$ cat src/rtl/sfp_pkg.sv
// Shared definitions for the signed fixed-point (SFP) math library:
// default Q16.16 format, the sfp_t scalar type, range limits and the
// state encoding used by the sequential vector divider.
package sfp_pkg;

  localparam int SFP_WIDTH = 32;
  localparam int SFP_FRAC  = 16;

  typedef logic signed [SFP_WIDTH-1:0] sfp_t;

  localparam sfp_t SFP_MAX = sfp_t'({1'b0, {(SFP_WIDTH-1){1'b1}}});
  localparam sfp_t SFP_MIN = sfp_t'({1'b1, {(SFP_WIDTH-1){1'b0}}});

  typedef enum logic [1:0] {
    IDLE = 2'd0,
    DIV  = 2'd1,
    FIX  = 2'd2,
    DONE = 2'd3
  } div_state_e;

endpackage

$ cat src/rtl/sfp_div_step.sv
// One combinational restoring-division step: shift the next dividend bit
// into the partial remainder and subtract the divisor if it fits.
// RW must be wide enough that {rem, dvd_bit} never overflows, which holds
// when rem < divisor and RW is one bit wider than the divisor magnitude.
module sfp_div_step #(
  parameter int RW = 33
) (
  input  logic [RW-1:0] rem,
  input  logic [RW-1:0] divisor,
  input  logic          dvd_bit,
  output logic [RW-1:0] rem_next,
  output logic          q_bit
);

  logic [RW:0] trial;
  logic [RW:0] diff;

  // trial subtract; keep the difference only when the divisor fits
  always_comb begin
    trial    = {rem, dvd_bit};
    diff     = trial - {1'b0, divisor};
    q_bit    = (trial >= {1'b0, divisor});
    rem_next = q_bit ? diff[RW-1:0] : trial[RW-1:0];
  end

endmodule

$ cat src/rtl/sfp_vec_div_s.sv
// Sequential vector-by-scalar SFP divider: out[i] = a[i] / s.
// One restoring datapath is time-shared over the N components; each
// component takes WIDTH+FRAC divide cycles plus one fix-up cycle, and the
// result vector is published one cycle after the last fix-up.
// Optional macro SFP_VEC_DIV_FLAGS_EN adds the clipping[] and div_by_zero
// status outputs; arithmetic and timing do not depend on it.
module sfp_vec_div_s
  import sfp_pkg::*;
#(
  parameter int N     = 3,
  parameter bit CLIP  = 1'b1,
  parameter int WIDTH = SFP_WIDTH,
  parameter int FRAC  = SFP_FRAC
) (
  input  logic                    clk,
  input  logic                    rst,
  input  logic                    in_valid,
  output logic                    in_ready,
  input  logic [N-1:0][WIDTH-1:0] a,
  input  logic [WIDTH-1:0]        s,
  output logic                    out_valid,
  input  logic                    out_ready,
  output logic [N-1:0][WIDTH-1:0] out
`ifdef SFP_VEC_DIV_FLAGS_EN
  ,
  output logic [N-1:0]            clipping,
  output logic                    div_by_zero
`endif
);

  localparam int DW    = WIDTH + FRAC;            // dividend / quotient bits
  localparam int RW    = WIDTH + 1;               // partial remainder bits
  localparam int STEPS = DW;
  localparam int CW    = $clog2(STEPS);
  localparam int KW    = (N > 1) ? $clog2(N) : 1;

  localparam logic [WIDTH-1:0] VMAX    = {1'b0, {(WIDTH-1){1'b1}}};
  localparam logic [WIDTH-1:0] VMIN    = {1'b1, {(WIDTH-1){1'b0}}};
  localparam logic [DW-1:0]    LIM_POS = DW'(VMAX);
  localparam logic [DW-1:0]    LIM_NEG = LIM_POS + DW'(1);

  div_state_e               state;
  logic [N-1:0][WIDTH-1:0]  a_q;
  logic [WIDTH-1:0]         s_q;
  logic [KW-1:0]            k;
  logic [CW-1:0]            cnt;
  logic [DW-1:0]            dvd;
  logic [DW-1:0]            quo;
  logic [RW-1:0]            rem;

  logic [RW-1:0]            rem_next;
  logic                     q_bit;
  logic [WIDTH-1:0]         s_mag;
  logic [WIDTH-1:0]         a0_mag;
  logic [WIDTH-1:0]         an_mag;
  logic [KW-1:0]            k_nxt;

  logic [WIDTH-1:0]         a_cur;
  logic [WIDTH-1:0]         q_low;
  logic [WIDTH-1:0]         signed_res;
  logic                     neg;
  logic                     ovf;
  logic [WIDTH-1:0]         fix_val;
`ifdef SFP_VEC_DIV_FLAGS_EN
  logic                     fix_clip;
`endif

  sfp_div_step #(.RW(RW)) u_step (
    .rem      (rem),
    .divisor  ({1'b0, s_mag}),
    .dvd_bit  (dvd[DW-1]),
    .rem_next (rem_next),
    .q_bit    (q_bit)
  );

  // operand magnitudes: divisor, first component (straight from the input
  // on accept) and the component that follows k (from the latched copy)
  always_comb begin
    k_nxt  = (k == KW'(N-1)) ? '0 : k + KW'(1);
    s_mag  = s_q[WIDTH-1] ? -s_q : s_q;
    a0_mag = a[0][WIDTH-1] ? -a[0] : a[0];
    an_mag = a_q[k_nxt][WIDTH-1] ? -a_q[k_nxt] : a_q[k_nxt];
  end

  // sign, range check and zero-divisor override for component k
  always_comb begin
    a_cur      = a_q[k];
    neg        = a_cur[WIDTH-1] ^ s_q[WIDTH-1];
    ovf        = neg ? (quo > LIM_NEG) : (quo > LIM_POS);
    q_low      = quo[WIDTH-1:0];
    signed_res = neg ? -q_low : q_low;
    fix_val    = signed_res;
`ifdef SFP_VEC_DIV_FLAGS_EN
    fix_clip   = 1'b0;
`endif
    if (s_q == '0) begin
      // quotient bits are meaningless here; report the signed limit
      if (a_cur == '0)          fix_val = '0;
      else if (a_cur[WIDTH-1])  fix_val = VMIN;
      else                      fix_val = VMAX;
`ifdef SFP_VEC_DIV_FLAGS_EN
      fix_clip = (a_cur != '0);
`endif
    end else if (ovf) begin
      if (CLIP) fix_val = neg ? VMIN : VMAX;
`ifdef SFP_VEC_DIV_FLAGS_EN
      fix_clip = 1'b1;
`endif
    end
  end

  // control FSM, shared divider registers and registered outputs
  always_ff @(posedge clk) begin
    if (rst) begin
      state     <= IDLE;
      in_ready  <= 1'b1;
      out_valid <= 1'b0;
      out       <= '0;
      a_q       <= '0;
      s_q       <= '0;
      k         <= '0;
      cnt       <= '0;
      dvd       <= '0;
      quo       <= '0;
      rem       <= '0;
`ifdef SFP_VEC_DIV_FLAGS_EN
      clipping    <= '0;
      div_by_zero <= 1'b0;
`endif
    end else begin
      case (state)
        IDLE: begin
          if (in_valid && in_ready) begin
            a_q      <= a;
            s_q      <= s;
            k        <= '0;
            cnt      <= '0;
            dvd      <= {a0_mag, {FRAC{1'b0}}};
            rem      <= '0;
            quo      <= '0;
            in_ready <= 1'b0;
`ifdef SFP_VEC_DIV_FLAGS_EN
            clipping    <= '0;
            div_by_zero <= 1'b0;
`endif
            state    <= DIV;
          end
        end
        DIV: begin
          dvd <= dvd << 1;
          rem <= rem_next;
          quo <= {quo[DW-2:0], q_bit};
          if (cnt == CW'(STEPS-1)) state <= FIX;
          else                     cnt   <= cnt + CW'(1);
        end
        FIX: begin
          out[k] <= fix_val;
`ifdef SFP_VEC_DIV_FLAGS_EN
          clipping[k] <= fix_clip;
`endif
          if (k == KW'(N-1)) begin
            state <= DONE;
          end else begin
            k     <= k_nxt;
            cnt   <= '0;
            dvd   <= {an_mag, {FRAC{1'b0}}};
            rem   <= '0;
            state <= DIV;
          end
        end
        DONE: begin
          // first DONE cycle publishes; later cycles wait for the consumer
          if (!out_valid) begin
            out_valid <= 1'b1;
`ifdef SFP_VEC_DIV_FLAGS_EN
            div_by_zero <= (s_q == '0);
`endif
          end else if (out_ready) begin
            out_valid <= 1'b0;
            in_ready  <= 1'b1;
            state     <= IDLE;
          end
        end
        default: state <= IDLE;
      endcase
    end
  end

endmodule
$ cat config.mk
export PLATFORM = sky130hd
export DESIGN_NAME = sfp_vec_div_s
export DESIGN_NICKNAME = d
export VERILOG_FILES = /design/src/rtl/sfp_pkg.sv /design/src/rtl/sfp_div_step.sv /design/src/rtl/sfp_vec_div_s.sv
export SDC_FILE = /design/constraint.sdc
export NUM_CORES = 1
export LEC_CHECK = 0
export BUFFER_PORTS_ARGS = -buffer_cell sky130_fd_sc_hd__buf_2
export CELL_PAD_IN_SITES_DETAIL_PLACEMENT = 1
export CELL_PAD_IN_SITES_GLOBAL_PLACEMENT = 2
export CORE_MARGIN = 4
export CORE_UTILIZATION = 34
export DETAILED_ROUTE_END_ITERATION = 10
export GPL_TIMING_DRIVEN = 0
export PLACE_DENSITY = 0.85
export SYNTH_ARGS = -nofsm -noshare
export SYNTH_HDL_FRONTEND = slang
export SYNTH_SLANG_ARGS = --single-unit
$ cat constraint.sdc
create_clock -name clk -period 6 [get_ports clk]
set_clock_uncertainty 0.05 [all_clocks]
set_input_delay 0 -clock clk [delete_from_list [all_inputs] [get_ports clk]]
set_output_delay 0 -clock clk [all_outputs]
set_load 0.02 [all_outputs]
==> run metrics, run 1 <==
result of the run=complete, no violations; IO Port Bufs=roughly 230; Period minus WS final=5.659 ns; met2 GRT Util=44.87%; crit path kind=reg -> reg; routed len/inst=21.80 µm; sequential area share after synthesis=37.61%; Fmax=0.1767 GHz; Post-Route WL=approximately 77 mm; Max Cap Viol=0; gr usage total=about a quarter; grt peak-use layer=met2; Root Buffer=clkbuf_16; multi-input logic area=approximately 11000 µm²; Final Non-Filler Cells=3521; Fillers=~6.6k; post-route setup slack=0.3412 ns; grt total ovfl=0; syn avg cell area=7.776 µm²; Worst Hold Launch=a[31]; Post-DP HPWL=57.12 mm; final hold viol count=0; Initial Util=between 30% and 40%; share of layout cells above drive strength 1=a little over an eighth; Placed Instances=around 3.3k; post-synth top area share=a little under two fifths; Slew Limit Fails=0; met1 Use GR=between 30% and 40%; Setup-failing EPs final=0; DRC Markers=0; std cell rows=85; CP Launch Type=flop; Synth Instances=2389; Synth cell types=about 80; crit path capture type=flop; Slew HR=~18%; vias in the first global route=approximately 21k; synth top area cells=dfxtp_1 (38%), nand2_1 (7.5%), a21oi_1 (7.1%); vias=~20k; worst-skew pair later-pin latency=slightly below 0.6 ns; Mapped Nets=around 2.6k; Yosys reg bits=between 300 and 400; final instance area=around 23000 µm²; largest net degree at the start of global routing=13; met3 Use GR=under 10%; TritonRoute pass-1 iters=5; ys flop type=dfxtp_1; core box area=about 54000 µm²; Syn-to-layout area delta=25.41%; Hold Path Class=in -> reg; die width=roughly 240 µm; CTS tree=done; Yosys warnings=0; WP data arrival=between 6 and 7 ns; gpl congestion=0.9410; Reg area=6987 µm²; Slew @ Worst Pin=1.228 ns; P per Cell Area=between 400 and 500 nW/µm²; CTS sink cnt=between 300 and 400; Post-synth ARST share=0%; post-route ant nets=0; CTS clk-pin slew, worst paths=roughly 0.06 ns; clk buf depth=3; Final Util=between 40 and 50%; Post-DP Area=around 21000 µm²; H-tree levels=2; # nets final=between 2k and 3k; reg2reg setup slack=around 0.34 ns; post-place setup slack=-0.1164 ns; first-pass GRT wire length=119.5 mm; Worst EP required=6.40 ns; worst hold slack=between 0.05 and 0.06 ns; clock buffer count from CTS=43; DR iter-0 viols=around 1.1k; FF-to-FF Start=s_q[6]; maximum vdd drop=around 0.27 mV; Cell Area, Synth=roughly 19000 µm²; P_leak=9.142 nW; initial antenna violation count=0; die area=about 58000 µm²; ANT cells=0; worst setup path startpoint=s_q[6]; Synth area leader=dfxtp_1; final worst-path cycle share=between 90% and 100%; number of synthesized flops with an enable pin=0; vias per cell=between 5 and 6; chip height=241.7 µm; Top Ports=230; Max FO, Critical Path=10
==> metal layers <==
layer  routed length, µm  vias up
met3                3106      160
met5                   0        -
met4                2991        0
met1               33150     9663
met2               37530      497
li1                    -     9353
==> cell families after synthesis <==
logic type | count (synthesis) | synth area share [%]
AO/OA/AOI/OAI | 686 | 22.51
AND/OR/NAND/NOR | 905 | 22.14
flip-flops | 349 | 37.61
adder cells (fa/ha/maj) | 42 | 2.869
XOR/XNOR | 135 | 6.365
multiplexers | 77 | 4.297
buffers and inverters | 195 | 4.210
==> cells in the final DEF, fill, tap and decap left out, types with 9 or more instances in the layout <==
master	Yosys	layout
nor4_1	38	38
o21ai_0	164	164
o21a_1	12	12
a221oi_1	21	21
nand2_1	371	371
a31oi_1	16	16
o31ai_1	22	22
xnor2_1	70	70
inv_1	29	29
nor3_1	86	86
buf_2	15	243
a211oi_1	16	16
nor2b_1	9	9
and3_1	10	10
ha_1	41	41
mux2_2	22	22
o41ai_1	14	14
a21o_1	11	11
a32oi_1	15	15
nand2b_1	10	10
clkbuf_8	0	10
xor2_1	65	65
nand3_1	38	38
dfxtp_1	349	349
clkbuf_1	142	148
o211ai_1	11	11
clkbuf_16	0	43
nand4_1	20	20
a21oi_1	265	265
nor2_2	9	9
dlygate4sd3_1	0	130
or4_1	16	16
mux2i_1	55	55
or3_1	13	13
nor2_1	243	243
a22oi_1	52	52
==> stage by stage <==
step / power, mW / TNS [ns]
2_1_floorplan: 5.443 / 0
4_1_cts: 9.419 / 0
3_5_place_dp: 6.723 / -0.9678
3_3_place_gp: 6.618 / -0.2554
6_report: 9.435 / 0
5_1_grt: 9.968 / -0.004638
==> registers in the layout (all words and copies together) (netlist names) <==
name and cells:
k 2, state 2, s_q 32, rem 33, out 96, cnt 6, quo 48, a_q 96
dvd 32, in_ready 1, out_valid 1
==> power breakdown <==
group / leakage (nW) / internal, mW / switching (mW)
sequential: 2.83 / 2.63 / 0.253
combinational: 5.62 / 1.31 / 2.63
clock: 0.683 / 1.50 / 1.11
total: 9.14 / 5.44 / 3.99
==> critical path: stages (launching register included) <==
cell and delay (ns):
dfxtp_1 0.31, buf_6 0.13, or4_4 0.55, or4b_4 0.54, or3_1 0.45, or2_2 0.38, o41ai_1 0.37, xor2_1 0.24
ha_1 0.26, clkbuf_1 0.18, a21oi_1 0.24, o21ai_0 0.14, a211o_1 0.31, o211ai_1 0.11, o211a_1 0.20, o41ai_1 0.07
clkbuf_4 0.23, nand2_1 0.29, clkbuf_2 0.33, o21ai_0 0.14
==> path summary, 6_finish.rpt <==
| kind | to | cells past startpoint |
|---|---|---|
| setup / recovery | rem[23] | 19 |
| hold / removal | dvd[18] | 5 |
| setup reg to reg | rem[23] | 19 |
| hold reg to reg | dvd[18] | 2 |
==> cell usage after synthesis (20+ instances only) <==
| library cell | number |
|---|---|
| nand2_1 | 371 |
| dfxtp_1 | 349 |
| a21oi_1 | 265 |
| nor2_1 | 243 |
| o21ai_0 | 164 |
| clkbuf_1 | 142 |
| nor3_1 | 86 |
| xnor2_1 | 70 |
| xor2_1 | 65 |
| mux2i_1 | 55 |
| a22oi_1 | 52 |
| ha_1 | 41 |
| nand3_1 | 38 |
| nor4_1 | 38 |
| inv_1 | 29 |
| mux2_2 | 22 |
| o31ai_1 | 22 |
| a221oi_1 | 21 |
| nand4_1 | 20 |
==> area by class of cell <==
cell class                      count  area share [%]
Clock inverter                     16          0.6552
Multi-Input combinational cell   1845           46.39
Sequential cell                   349           29.99
Clock buffer                       62           5.355
Inverter                           30          0.4834
Tap cell                          696           3.738
Timing Repair Buffer              358           10.48
Buffer                            165           2.900
==> timing repair <==
action | in CTS | in global routing
endpoints found under the setup margin | 10 | 21
setup buffers | 0 | 0
gates resized for setup | 1 | 6
endpoints found under the hold margin | 154 | 0
hold buffers | 130 | 0
(Power assumes the default switching activity.)
==> inputs of run 2 (changes only) <==
--- a/config.mk
+++ b/config.mk
@@ -10,9 +10,11 @@
 export CELL_PAD_IN_SITES_GLOBAL_PLACEMENT = 2
 export CORE_MARGIN = 4
 export CORE_UTILIZATION = 34
+export CTS_CLUSTER_SIZE = 30
 export DETAILED_ROUTE_END_ITERATION = 10
 export GPL_TIMING_DRIVEN = 0
 export PLACE_DENSITY = 0.85
 export SYNTH_ARGS = -nofsm -noshare
 export SYNTH_HDL_FRONTEND = slang
+export SYNTH_HIERARCHICAL = 1
 export SYNTH_SLANG_ARGS = --single-unit
==> run metrics, run 2 <==
Critical Path End=rem[32] (was rem[23]); leading cell type in the layout, fill and taps excluded=nand2_1 (unchanged); initial antenna violation count=1 (was 0); crit path capture type=flop (unchanged); Max FO, Critical Path=10 (unchanged); DRC Markers=0 (unchanged); vias in the first global route=21.41k (was 20.70k); Synth Instances=2499 (was 2389); H-tree levels=2 (unchanged); die area=60310 µm² (was 58440 µm²); final hold viol count=0 (unchanged); IO Port Bufs=228 (unchanged); routed len/inst=21.55 µm (was 21.80 µm); Period minus WS final=5.506 ns (was 5.659 ns); Slew HR=20.86% (was 17.97%); synth top area cells=dfxtp_1 (36%), nand2_1 (9.2%), a21oi_1 (7.1%) (was dfxtp_1 (38%), nand2_1 (7.5%), a21oi_1 (7.1%)); most common cell in the synthesized netlist=nand2_1 (unchanged); Root Buffer=clkbuf_16 (unchanged); Reg2Reg Depth=21 (was 19); Hold-fix buffers, CTS=129 (was 130); Synth cell types=90 (was 81); Yosys warnings=6 (was 0); first-pass GRT wire length=123.4 mm (was 119.5 mm); core box area=55520 µm² (was 53920 µm²); Slew @ Worst Pin=1.187 ns (was 1.228 ns); maximum vdd drop=0.2313 mV (was 0.2670 mV); sequential area share after synthesis=36.40% (was 37.61%); post_cts resized=0 (was 1); top cell types by occurrence after synthesis=nand2_1 (468), dfxtp_1 (349), a21oi_1 (271) (was nand2_1 (371), dfxtp_1 (349), a21oi_1 (265)); CTS sink cnt=349 (unchanged); Worst EP required=6.44 ns (was 6.40 ns); Synth area leader=dfxtp_1 (unchanged); largest net degree at the start of global routing=13 (unchanged); Syn-to-layout area delta=25.48% (was 25.41%); crit path kind=reg -> reg (unchanged); Max Cap Viol=0 (unchanged); Top Ports=230 (unchanged); share of layout cells above drive strength 1=12.79% (was 13.24%); grt total ovfl=0 (unchanged); worst-skew pair later-pin latency=0.58 ns (was 0.59 ns); chip height=245.6 µm (was 241.7 µm); largest registers=a_q (96), out (96), quo (48) (unchanged); Initial Util=34.57% (was 34.45%); CTS clk-pin slew, worst paths=0.06 ns (about the same); reg-to-reg endpoint=rem[32] (was rem[23]); CP Launch Type=flop (unchanged); Post-synth ARST share=0% (unchanged); Fmax=0.1816 GHz (was 0.1767 GHz); Final Non-Filler Cells=3683 (was 3521); Setup-failing EPs final=0 (unchanged); Post-Route WL=79.36 mm (was 76.77 mm); die width=245.6 µm (was 241.7 µm); Cell Area, Synth=19190 µm² (was 18580 µm²); vias=20.25k (was 19.67k); std cell rows=86 (was 85); P_leak=9.093 nW (was 9.142 nW); WP data arrival=5.95 ns (was 6.06 ns); DR iter-0 viols=1270 (was 1139); Mapped Nets=2674 (was 2563); CTS tree=done (unchanged); FF-to-FF Start=s_q[2] (was s_q[6]); TritonRoute pass-1 iters=5 (unchanged); reg2reg setup slack=0.49 ns (was 0.34 ns); Placed Instances=3475 (was 3313); post-synth top area share=36.40% (was 37.61%); RSZ-0062 raised after global routing=no; vias per cell=5.497 (was 5.587); final worst-path cycle share=91.77% (was 94.31%); Post-DP HPWL=59.49 mm (was 57.12 mm); result of the run=complete, no violations (unchanged); gr usage total=25.68% (was 25.31%); most frequent cells in the layout=nand2_1 (468), dfxtp_1 (349), a21oi_1 (271) (was nand2_1 (371), dfxtp_1 (349), a21oi_1 (265)); Fin Setup TNS=0 ns (unchanged); worst setup path startpoint=s_q[2] (was s_q[6]); gpl congestion=0.9576 (was 0.9410); number of synthesized flops with an enable pin=0 (unchanged); Yosys reg bits=349 (unchanged); postcts setup bufs=0 (unchanged); P per Cell Area=395.7 nW/µm² (was 405.0 nW/µm²); # nets final=3076 (was 2966); clock buffer count from CTS=43 (unchanged); ys flop type=dfxtp_1 (unchanged); clk buf depth=3 (unchanged); post-route ant nets=0 (unchanged); Hold Path Class=in -> reg (unchanged); Slew Limit Fails=0 (unchanged); syn avg cell area=7.680 µm² (was 7.776 µm²)
==> run 2: how the worst min path moves through the flow <==
stage,startpoint,end,cells past startpoint
6_report,rst,dvd[43],4
5_1_grt,rst,dvd[43],4
3_3_place_gp,s[16],s_q[16],3
3_5_place_dp,s[17],s_q[17],3
2_1_floorplan,a[77],a_q[77],2
4_1_cts,rst,dvd[43],4
==> run 2: layout make-up <==
type | count | area (µm²)
inverters | 59 | 221.5
repair buffers | 357 | 2432
well taps | 748 | 935.9
plain buffers | 176 | 749.5
fillers | 6869 | 31440
clock inverters | 15 | 247.7
diodes | 2 | 5.005
clock buffers | 62 | 1269
multi-input cells | 1915 | 11230
flip-flops and latches | 349 | 6987
==> run 2: per-stage QoR <==
stage	util [%]	setup slack [ns]	cell area, µm²	hold slack, ns	power (mW)
3_3_place_gp	38.31	0.4693	21270	0.1936	6.562
6_report	43.37	0.4936	24080	0.1004	9.528
3_5_place_dp	38.31	0.4924	21270	0.1986	6.640
4_1_cts	43.36	0.4342	24080	0.05401	9.529
5_1_grt	43.37	0.007106	24080	0.1679	10.09
2_1_floorplan	-	1.319	19190	0.08597	5.363
==> run 2: report_power, final <==
| part | internal (mW) | switching [mW] |
|---|---|---|
| sequential | 2.61 | 0.245 |
| clock | 1.73 | 1.06 |
| combinational | 1.24 | 2.64 |
| total | 5.58 | 3.95 |
==> run 2: kinds of logic after synthesis <==
family	count (synthesis)	synth area share, %
other cells	1	0.01954
simple gates	939	21.94
fa+ha+maj	43	2.842
xor+xnor	124	5.659
flops	349	36.40
compound gates	755	25.19
mux	53	2.888
buf+inv	235	5.059
==> run 2: critical path, stage by stage (launching register included) <==
cell and delay [ns]:
dfxtp_1 0.35, or3_1 0.47, or4_1 0.50, or3_1 0.44, or3_1 0.40, o41ai_1 0.35, xnor2_1 0.17, inv_1 0.06
ha_1 0.26, clkbuf_1 0.20, a21oi_1 0.19, o21ai_0 0.14, a221o_1 0.32, a21oi_1 0.26, o31ai_4 0.16, a41oi_2 0.26
buf_6 0.21, buf_6 0.20, nand2_1 0.07, o21ai_0 0.09, nand3_1 0.11, a21oi_1 0.17
==> run 2: routing by layer <==
layer / wire [µm] / share of wire (%) / track usage (%)
met1: 35110 / 44 / 32.86
met2: 37310 / 47 / 43.37
met3: 4044 / 5.1 / 4.634
met4: 2897 / 3.7 / 9.428
met5: 0 / 0 / 0
